$ cat src/rtl/ghost_pkg.sv
// ghost_pkg: shared types, spawn/corner constants and helpers for the
// ghost move scheduler and its mode timer.
package ghost_pkg;

    typedef enum logic [1:0] {
        UP    = 2'd0,
        DOWN  = 2'd1,
        LEFT  = 2'd2,
        RIGHT = 2'd3
    } dir_t;

    typedef enum logic [1:0] {
        SCATTER = 2'd0,
        CHASE   = 2'd1,
        FRIGHT  = 2'd2
    } mode_t;

    typedef enum logic [1:0] {
        IDLE  = 2'd0,
        SEL   = 2'd1,
        REQ   = 2'd2,
        ISSUE = 2'd3
    } seq_state_t;

    localparam logic [4:0] SPAWN_X  = 5'd10;
    localparam logic [4:0] SPAWN_Y0 = 5'd10;
    localparam logic [4:0] SPAWN_Y1 = 5'd11;

    // Home corner per ghost index while scattering.
    localparam logic [4:0] SCATTER_CORNER_X [4] = '{5'd27, 5'd0, 5'd27, 5'd0};
    localparam logic [4:0] SCATTER_CORNER_Y [4] = '{5'd0,  5'd0, 5'd31, 5'd31};

    // Wide enough for the longest mode phase (CHASE_TICKS up to 255).
    localparam int unsigned MODE_CNT_W = 8;

    function automatic logic at_spawn(input logic [4:0] x, input logic [4:0] y);
        return (x == SPAWN_X) && ((y == SPAWN_Y0) || (y == SPAWN_Y1));
    endfunction

endpackage

$ cat src/rtl/ghost_mode_timer.sv
// ghost_mode_timer: global SCATTER/CHASE/FRIGHT mode sequencer. Advances on
// accepted move_ticks only. FRIGHT support (power pellet, saved mode/count)
// exists only when GHOST_FRIGHT_EN is defined.
module ghost_mode_timer
    import ghost_pkg::*;
#(
    parameter int unsigned SCATTER_TICKS = 56,
    parameter int unsigned CHASE_TICKS   = 160,
    parameter int unsigned FRIGHT_TICKS  = 48
) (
    input  logic       clk,
    input  logic       reset_n,
    input  logic       move_tick,
    input  logic       power_pellet,
    output logic [1:0] mode
);

    localparam logic [MODE_CNT_W-1:0] SCATTER_LAST = MODE_CNT_W'(SCATTER_TICKS - 1);
    localparam logic [MODE_CNT_W-1:0] CHASE_LAST   = MODE_CNT_W'(CHASE_TICKS - 1);

    mode_t                 mode_q, mode_d;
    logic [MODE_CNT_W-1:0] cnt_q, cnt_d;

`ifdef GHOST_FRIGHT_EN
    localparam logic [MODE_CNT_W-1:0] FRIGHT_LAST = MODE_CNT_W'(FRIGHT_TICKS - 1);

    mode_t                 saved_mode_q, saved_mode_d;
    logic [MODE_CNT_W-1:0] saved_cnt_q, saved_cnt_d;
`else
    localparam int unsigned unused_fright_ticks = FRIGHT_TICKS;
    logic unused_pellet;
    assign unused_pellet = power_pellet;
`endif

    // Mode state and phase counters.
    always_ff @(posedge clk or negedge reset_n) begin
        if (!reset_n) begin
            mode_q       <= SCATTER;
            cnt_q        <= '0;
`ifdef GHOST_FRIGHT_EN
            saved_mode_q <= SCATTER;
            saved_cnt_q  <= '0;
`endif
        end else begin
            mode_q       <= mode_d;
            cnt_q        <= cnt_d;
`ifdef GHOST_FRIGHT_EN
            saved_mode_q <= saved_mode_d;
            saved_cnt_q  <= saved_cnt_d;
`endif
        end
    end

    // Next mode: a pellet takes priority over a tick in the same cycle.
    always_comb begin
        mode_d = mode_q;
        cnt_d  = cnt_q;
`ifdef GHOST_FRIGHT_EN
        saved_mode_d = saved_mode_q;
        saved_cnt_d  = saved_cnt_q;
        if (power_pellet) begin
            // Only snapshot when entering FRIGHT; a repeat pellet just restarts it.
            if (mode_q != FRIGHT) begin
                saved_mode_d = mode_q;
                saved_cnt_d  = cnt_q;
            end
            mode_d = FRIGHT;
            cnt_d  = '0;
        end else
`endif
        if (move_tick) begin
            case (mode_q)
                SCATTER: begin
                    if (cnt_q == SCATTER_LAST) begin
                        mode_d = CHASE;
                        cnt_d  = '0;
                    end else begin
                        cnt_d = cnt_q + 1'b1;
                    end
                end
                CHASE: begin
                    if (cnt_q == CHASE_LAST) begin
                        mode_d = SCATTER;
                        cnt_d  = '0;
                    end else begin
                        cnt_d = cnt_q + 1'b1;
                    end
                end
`ifdef GHOST_FRIGHT_EN
                FRIGHT: begin
                    if (cnt_q == FRIGHT_LAST) begin
                        mode_d = saved_mode_q;
                        cnt_d  = saved_cnt_q;
                    end else begin
                        cnt_d = cnt_q + 1'b1;
                    end
                end
`endif
                default: begin
                    mode_d = SCATTER;
                    cnt_d  = '0;
                end
            endcase
        end
    end

    assign mode = mode_q;

endmodule

$ cat src/rtl/ghost_move_sched.sv
// ghost_move_sched: per-tick ghost movement scheduler. Serves ghosts in index
// order through one shared direction-decision unit and emits one step per
// ghost per move_tick. Optional FRIGHT mode is enabled by GHOST_FRIGHT_EN.
module ghost_move_sched
    import ghost_pkg::*;
#(
    parameter int unsigned NUM_GHOSTS    = 4,
    parameter int unsigned SCATTER_TICKS = 56,
    parameter int unsigned CHASE_TICKS   = 160,
    parameter int unsigned FRIGHT_TICKS  = 48
) (
    input  logic                    clk,
    input  logic                    reset_n,
    input  logic                    move_tick,
    input  logic                    power_pellet,
    input  logic [4:0]              pac_x,
    input  logic [4:0]              pac_y,
    input  logic [5*NUM_GHOSTS-1:0] ghost_x,
    input  logic [5*NUM_GHOSTS-1:0] ghost_y,
    output logic                    dec_req,
    output logic [4:0]              dec_src_x,
    output logic [4:0]              dec_src_y,
    output logic [4:0]              dec_tgt_x,
    output logic [4:0]              dec_tgt_y,
    input  logic                    dec_ack,
    input  logic [1:0]              dec_dir,
    output logic                    step_valid,
    output logic [1:0]              step_id,
    output logic [1:0]              step_dir,
    output logic [1:0]              mode,
    output logic                    busy,
    output logic                    overrun
);

    localparam logic [1:0] LAST_IDX = 2'(NUM_GHOSTS - 1);

    seq_state_t state_q, state_d;
    logic [1:0] idx_q;
    dir_t       dir_q;
    mode_t      round_mode_q, round_mode_d;
    logic [4:0] src_x_q, src_y_q, tgt_x_q, tgt_y_q;

    logic [NUM_GHOSTS-1:0][4:0] gx_arr, gy_arr;
    logic [4:0] cur_x, cur_y, tgt_x, tgt_y;
    logic [1:0] timer_mode;
    logic       tick_start, timer_tick, pellet_now;

    assign gx_arr = ghost_x;
    assign gy_arr = ghost_y;
    assign cur_x  = gx_arr[idx_q];
    assign cur_y  = gy_arr[idx_q];

    assign tick_start = move_tick && (state_q == IDLE);

`ifdef GHOST_FRIGHT_EN
    assign pellet_now   = power_pellet;
    assign round_mode_d = pellet_now ? FRIGHT : mode_t'(timer_mode);
`else
    assign pellet_now   = 1'b0;
    assign round_mode_d = mode_t'(timer_mode);
`endif

    // A tick that coincides with a pellet starts a round but is not counted.
    assign timer_tick = tick_start && !pellet_now;

    ghost_mode_timer #(
        .SCATTER_TICKS (SCATTER_TICKS),
        .CHASE_TICKS   (CHASE_TICKS),
        .FRIGHT_TICKS  (FRIGHT_TICKS)
    ) u_mode_timer (
        .clk          (clk),
        .reset_n      (reset_n),
        .move_tick    (timer_tick),
        .power_pellet (power_pellet),
        .mode         (timer_mode)
    );

    assign mode = timer_mode;

    // Target for the ghost being served, using the mode captured at the tick.
    always_comb begin
        tgt_x = SCATTER_CORNER_X[idx_q];
        tgt_y = SCATTER_CORNER_Y[idx_q];
        case (round_mode_q)
            CHASE: begin
                tgt_x = pac_x;
                tgt_y = pac_y;
            end
`ifdef GHOST_FRIGHT_EN
            FRIGHT: begin
                tgt_x = 5'd31 - pac_x;
                tgt_y = 5'd31 - pac_y;
            end
`endif
            default: ;
        endcase
    end

    // Sequencer state register.
    always_ff @(posedge clk or negedge reset_n) begin
        if (!reset_n) state_q <= IDLE;
        else          state_q <= state_d;
    end

    // Sequencer next state and handshake/step outputs.
    always_comb begin
        state_d    = state_q;
        dec_req    = 1'b0;
        step_valid = 1'b0;
        step_id    = '0;
        step_dir   = '0;
        busy       = (state_q != IDLE);
        case (state_q)
            IDLE:  if (tick_start) state_d = SEL;
            SEL:   state_d = at_spawn(cur_x, cur_y) ? ISSUE : REQ;
            REQ: begin
                dec_req = 1'b1;
                if (dec_ack) state_d = ISSUE;
            end
            ISSUE: begin
                step_valid = 1'b1;
                step_id    = idx_q;
                step_dir   = dir_q;
                state_d    = (idx_q == LAST_IDX) ? IDLE : SEL;
            end
            default: state_d = IDLE;
        endcase
    end

    // Round datapath: ghost index, captured mode, request fields, direction.
    always_ff @(posedge clk or negedge reset_n) begin
        if (!reset_n) begin
            idx_q        <= '0;
            dir_q        <= UP;
            round_mode_q <= SCATTER;
            src_x_q      <= '0;
            src_y_q      <= '0;
            tgt_x_q      <= '0;
            tgt_y_q      <= '0;
        end else begin
            if (tick_start) begin
                idx_q        <= '0;
                round_mode_q <= round_mode_d;
            end
            // Request fields are frozen here so they stay stable through REQ.
            if (state_q == SEL) begin
                src_x_q <= cur_x;
                src_y_q <= cur_y;
                tgt_x_q <= tgt_x;
                tgt_y_q <= tgt_y;
                if (at_spawn(cur_x, cur_y)) dir_q <= UP;
            end
            if ((state_q == REQ) && dec_ack) dir_q <= dir_t'(dec_dir);
            if ((state_q == ISSUE) && (idx_q != LAST_IDX)) idx_q <= idx_q + 2'd1;
        end
    end

    // Sticky flag for ticks that arrive while a round is still running.
    always_ff @(posedge clk or negedge reset_n) begin
        if (!reset_n)                           overrun <= 1'b0;
        else if (move_tick && (state_q != IDLE)) overrun <= 1'b1;
    end

    assign dec_src_x = src_x_q;
    assign dec_src_y = src_y_q;
    assign dec_tgt_x = tgt_x_q;
    assign dec_tgt_y = tgt_y_q;

endmodule
$ cat config.mk
export PLATFORM = sky130hd
export DESIGN_NAME = ghost_move_sched
export DESIGN_NICKNAME = d
export VERILOG_FILES = /design/src/rtl/ghost_pkg.sv /design/src/rtl/ghost_mode_timer.sv /design/src/rtl/ghost_move_sched.sv
export SDC_FILE = /design/constraint.sdc
export NUM_CORES = 1
export LEC_CHECK = 0
export ABC_AREA = 1
export BUFFER_PORTS_ARGS = -buffer_cell sky130_fd_sc_hd__buf_2
export CORE_UTILIZATION = 52
export DETAILED_ROUTE_END_ITERATION = 10
export PLACE_DENSITY_LB_ADDON = 0.15
export RECOVER_POWER = 25
export SLEW_MARGIN = 20
export SYNTH_ARGS = -nofsm -noshare
export SYNTH_HDL_FRONTEND = slang
export SYNTH_SLANG_ARGS = --single-unit
$ cat constraint.sdc
create_clock -name clk -period 4.7 [get_ports clk]
set_input_delay 0.705 -clock clk [delete_from_list [all_inputs] [get_ports clk]]
set_output_delay 0.705 -clock clk [all_outputs]
set_load 0.02 [all_outputs]
Yosys cells after proc, flatten, opt, wreduce, memory -nomap -nowiden
Cells that the tools add are included.
{ "op_classes": {"n_addsub": 2, "n_lt_le_gt_ge": 2, "n_eq_ne": 16, "mux": 32, "bitwise_logic": 1, "n_reduce_logical": 15} }
{ "op_table": {"columns": ["operator", "n"], "rows": [
  ["5-bit binary-select mux with 2-bit select", 4],
  ["5-bit two-way mux", 8],
  ["2-bit two-way mux", 11],
  ["8-bit two-way mux", 2],
  ["8-bit one-hot mux with 2 select lines", 1],
  ["5-bit by 4-bit == test with 1-bit output, second input constant", 3],
  ["8-bit by 1-bit adder with 8-bit output, second input constant", 1],
  ["8-bit by 6-bit == test with 1-bit output, second input constant", 1],
  ["8-bit == test, second input constant", 1],
  ["2-bit one-hot mux with 4 select lines", 1],
  ["2-bit nonzero test", 4],
  ["2-bit by 1-bit == test with 1-bit output, second input constant", 3],
  ["2-bit == test, second input constant", 3],
  ["2-bit inequality test, second input constant", 3],
  ["1-bit logical AND", 5],
  ["2-bit zero test", 2],
  ["1-bit two-way mux", 4],
  ["2-bit by 1-bit inequality test with 1-bit output, second input constant", 2],
  ["2-bit one-hot mux with 2 select lines", 1],
  ["2-bit AND reduction", 2],
  ["3-bit greater-or-equal comparator, second input constant", 1],
  ["2-bit by 3-bit less-than comparator with 1-bit output, second input constant", 1],
  ["2-bit inverter with 3-bit output", 1],
  ["3-bit AND reduction", 1],
  ["2 further kinds", 2]
]} }
{ "totals": {"reg_bits": 39, "in_bits": 57, "out_inout_bits": 30} }

Longest topological paths before layout
{ "depth": {"depth_word": 8, "mapped_depth": 11, "mapped_depth_nobuf": 11} }

By module
A second synthesis with hierarchy kept.
{ "hier_totals": {"cells_unflattened": 302, "hier_area_um2": 2167.1} }
{ "by_module_without_submodules": {"columns": ["mod", "n_inst", "cells_per_inst", "area_each_um2"], "rows": [
  ["ghost_move_sched", 1, 231, 1632.8],
  ["ghost_mode_timer", 1, 71, 534.3]
]} }

Worst setup path after synthesis
OpenSTA, ideal clock, no wires.
{ "synth_timing": {"path_kind": "register to output", "startpoint": "reg state_q[0]", "endpoint": "out step_dir[0]", "arrival_ns": 0.922, "t_required_ns": 3.995, "slack_ns": 3.073, "path_stages_with_launch": 4, "path_cell_list": "dfrtp_1 ha_1 nand2_1 inv_1"} }
{ "synth_via": {"elab_chain_len": 2} }
{ "synth_rtl": {"columns": ["item", "line_no", "rtl"], "rows": [
  ["from (decl)", "ghost_move_sched.sv:37", "seq_state_t state_q, state_d;"],
  ["from (signal assigned)", "ghost_move_sched.sv:102", "else state_q <= state_d;"],
  ["2-bit == test", "ghost_move_sched.sv:113", "case (state_q)"],
  ["2-bit two-way mux", "ghost_move_sched.sv:113", null],
  ["to (decl)", "ghost_move_sched.sv:29", "output logic [1:0] step_dir,"]
]} }
No other way between the ends.

Final worst setup path
{ "layout_timing": {"startpoint": "reg idx_q[0]", "endpoint": "reg tgt_x_q[4], in the netlist dec_tgt_x[4]"} }
{ "layout_via": {"elab_chain_len": 5} }
{ "layout_rtl": {"columns": ["item", "line_no", "rtl"], "rows": [
  ["from (decl)", "ghost_move_sched.sv:38", "logic [1:0] idx_q;"],
  ["from (signal assigned)", "ghost_move_sched.sv:154", "if ((state_q == ISSUE) && (idx_q != LAST_IDX)) idx_q <= idx_q + 2'd1;"],
  ["2-bit inverter with 3-bit output (implied by the code)", "ghost_move_sched.sv:82", "tgt_x = SCATTER_CORNER_X[idx_q];"],
  ["5-bit binary-select mux with 2-bit select", "ghost_move_sched.sv:82", null],
  ["5-bit two-way mux (implied by the code) (2 in a row)", "ghost_move_sched.sv:82", null],
  ["5-bit two-way mux", "ghost_move_sched.sv:84", "case (round_mode_q)"],
  ["to (signal assigned)", "ghost_move_sched.sv:149", "tgt_x_q <= tgt_x;"],
  ["to (decl)", "ghost_move_sched.sv:41", "logic [4:0] src_x_q, src_y_q, tgt_x_q, tgt_y_q;"]
]} }
No other way between the ends. The select of a mux whose other input is x is not followed.
A chain may end at the register's enable or synchronous reset.

==> summary.txt <==
R2R depth: 4
Synth Register Bits: 37
clock latency on the worst-skew pair: 0.29 ns
die height: 65.28 um
Synthesis Warnings: 0
CTS tree: yes
Post-synth EDFFs: 0
clk_skew: 0.004292 ns
Worst Min Path Start: overrun
crit end category: register
clk slew on worst S/H paths: 0.08 ns
Reg power frac: 36.3%
Layout Nets: 433
clock network power share: 13.5%
Post-CTS Hold Fix Bufs: 0
core area: 3744 um^2
WL met2: 2.020 mm
failing checks: capacitance limit, slew limit
WP data required: 4.84 ns
largest net degree at the start of global routing: 38
GRT Overall Usage: 23.99%
largest cells by area after synthesis: dfrtp_1 44%, nand2_1 19%, nand3_1 8.4%
IO Count: 87
GPL Wtd Cong: 0.8518
row count: 22
post-synthesis instance total: 287
Post-CTS Setup Inserts: 0
Placement Cell Area: 2504 um^2
filler instances: 338
sequential share of the synthesized area: 44.47%
Startpoint Class: register
met3 wire length: 323 um
Worst EP arrival: 2.33 ns
predominant post-synthesis flop cell: dfrtp_1
worst hold path class: register to register
root buf cell: clkbuf_8
Resized Gates After CTS: 0
syn_area_per_cell: 7.254 um^2
Residual DRC: 0
setup TNS: 0 ns
initial antenna violation count: 0
final wirelength: 4.617 mm
die width: 65.28 um
global route overflow: 0
Highest Clock Rate: 0.4548 GHz
multi-input logic area: 962.2 um^2
minimum clock period: 2.199 ns
CTS sink count: 37
drt wl/cell: 11.07 um
fraction of layout cells with a size suffix above 1: 25.47%
Net Switching: 0.7573 mW
Yosys top cell by area: dfrtp_1
cell area after layout: 2589 um^2
Synth Cell Area: 2082 um^2
DRT met1 WL: 2.215 mm
RSZ-0062 raised after global routing: false
Final Hold Fails: 0
worst IR drop on VDD: 0.3959 mV
Combinational Power Share: 50.2%
DRT Pass-1 Iters: 4
starting density of the core: 55.61%
FF-to-FF Start: idx_q[0]
P&R area growth vs syn: 24.34%
H-tree depth: 2
Post-DRT Antenna Nets: 0
internal power: 0.8492 mW
number of distinct library cells after synthesis: 27
1st-iter DRT viols: 116
Post-Syn Nets: 352
first-pass GRT wire length: 7.893 mm
number of buffers created by CTS: 5
Reg2Reg Capture Point: dec_tgt_x[4]
relative slew slack: -28.24%
Max Slew Vio Count: 38
Worst-Margin Slew: 1.924 ns
final setup vio count: 0
post-DP HPWL: 3.407 mm
Critical Path Fanout Max: 24
Period Utilization, post-route: 46.78%
ANT cells: 0
Synth top cells by count: 104 x nand2_1, 37 x dfrtp_1, 35 x nand3_1
Sw Ratio: 47.14%
Crit Path Category: register to register
status: finished, violations left
WHS Path Cells: 1
Max Cap Violations: 1
number of global-route vias before repair: 1892
via count: 2057
I/O Buffers: 84
clk buf depth: 2
via/cell ratio: 4.933
r2r setup slk: 2.50 ns
Synth top area share: 44.47%
Cell Count, Final, Fillers Out: 417
flip-flop and latch area: 925.9 um^2
WHS Endpoint: overrun
Synth async-reset ratio: 100.0%
max layer used: met4
DIE AREA: 4261 um^2
most common cell in the netlist: nand2_1
placed cell count: 409
LEAKAGE: 1.525 nW
Pwr Density: 620.6 nW/um^2
==> worst max-delay path by stage <==
stage	cells after the start	slack, ns	end	from
finish	4	2.50	dec_tgt_x[4]	idx_q[0]
global route	1	2.22	u_mode_timer.cnt_q[4]	reset_n
CTS	4	2.46	dec_tgt_x[4]	idx_q[0]
detailed placement	4	2.48	dec_tgt_x[4]	idx_q[0]
global placement	4	2.54	dec_tgt_x[3]	idx_q[0]
floorplan	3	3.07	step_dir[0]	state_q[0]
==> layout by cell type (no fill, tap or decap), types with 3 or more instances in the layout <==
cell and count:
nand2_1 104, buf_2 83, dfrtp_1 37, nand3_1 35, inv_1 34, nor2_1 19, o21ai_0 14, ha_1 8
a21oi_1 5, clkbuf_8 5, nor3_1 3, a31oi_1 3
==> sequential cells by signal, indices dropped and copies added (netlist names), 2 cells and up <==
signal              count
dec_tgt_x               5
u_mode_timer.cnt_q      8
idx_q                   2
dir_q                   2
dec_tgt_y               5
dec_src_y               5
state_q                 2
dec_src_x               5
==> stage by stage <==
stage          utilization (%)  power (mW)  setup slack [ns]  hold slack [ns]
5_1_grt                  69.15       1.760             2.217           0.4787
4_1_cts                  69.18       1.625             2.459           0.4652
3_3_place_gp             66.88       1.380             2.538           0.4402
6_report                 69.15       1.607             2.501           0.4651
2_1_floorplan                -       1.177             3.073           0.4094
3_5_place_dp             66.88       1.405             2.476           0.4386
==> cell families after synthesis <==
family                     share of synthesized area, %
AOI/OAI and AO/OA                                 7.272
xor gates and xnor gates                          1.262
adders and majority gates                         4.808
buffers and inverters                             9.314
DFF                                               44.47
other                                            0.1801
and+or+nand+nor                                   32.69
==> routing by layer <==
layer / track usage [%] / vias up
li1: - / 1059
met1: 31.31 / 922
met2: 39.30 / 71
met3: 4.688 / 5
met4: 8.967 / 0
met5: 0 / -
==> layout make-up <==
| type | instances | share of cell area, % |
|---|---|---|
| tap | 48 | 2.320 |
| clock buffer | 5 | 2.658 |
| clock inverter | 3 | 0.6767 |
| multi-input combinational | 204 | 37.17 |
| timing repair buffer | 84 | 16.19 |
| sequential | 37 | 35.77 |
| inverter | 36 | 5.220 |
==> power groups by stage <==
stage / Combinational (mW) / Clock, mW / Sequential [mW]
after floorplan: 0.530 / 0 / 0.646
after global placement: 0.796 / 0 / 0.584
after detailed placement: 0.814 / 0 / 0.590
after CTS: 0.817 / 0.223 / 0.585
after global routing: 0.921 / 0.235 / 0.604
final: 0.806 / 0.217 / 0.584
==> worst max-delay path, cell delays in order (launching register included) <==
cell and delay (ns):
dfrtp_1 0.81, inv_2 0.35, ha_1 0.29, o21ai_0 0.44, nand3_1 0.15
(Power assumes the default switching activity.)
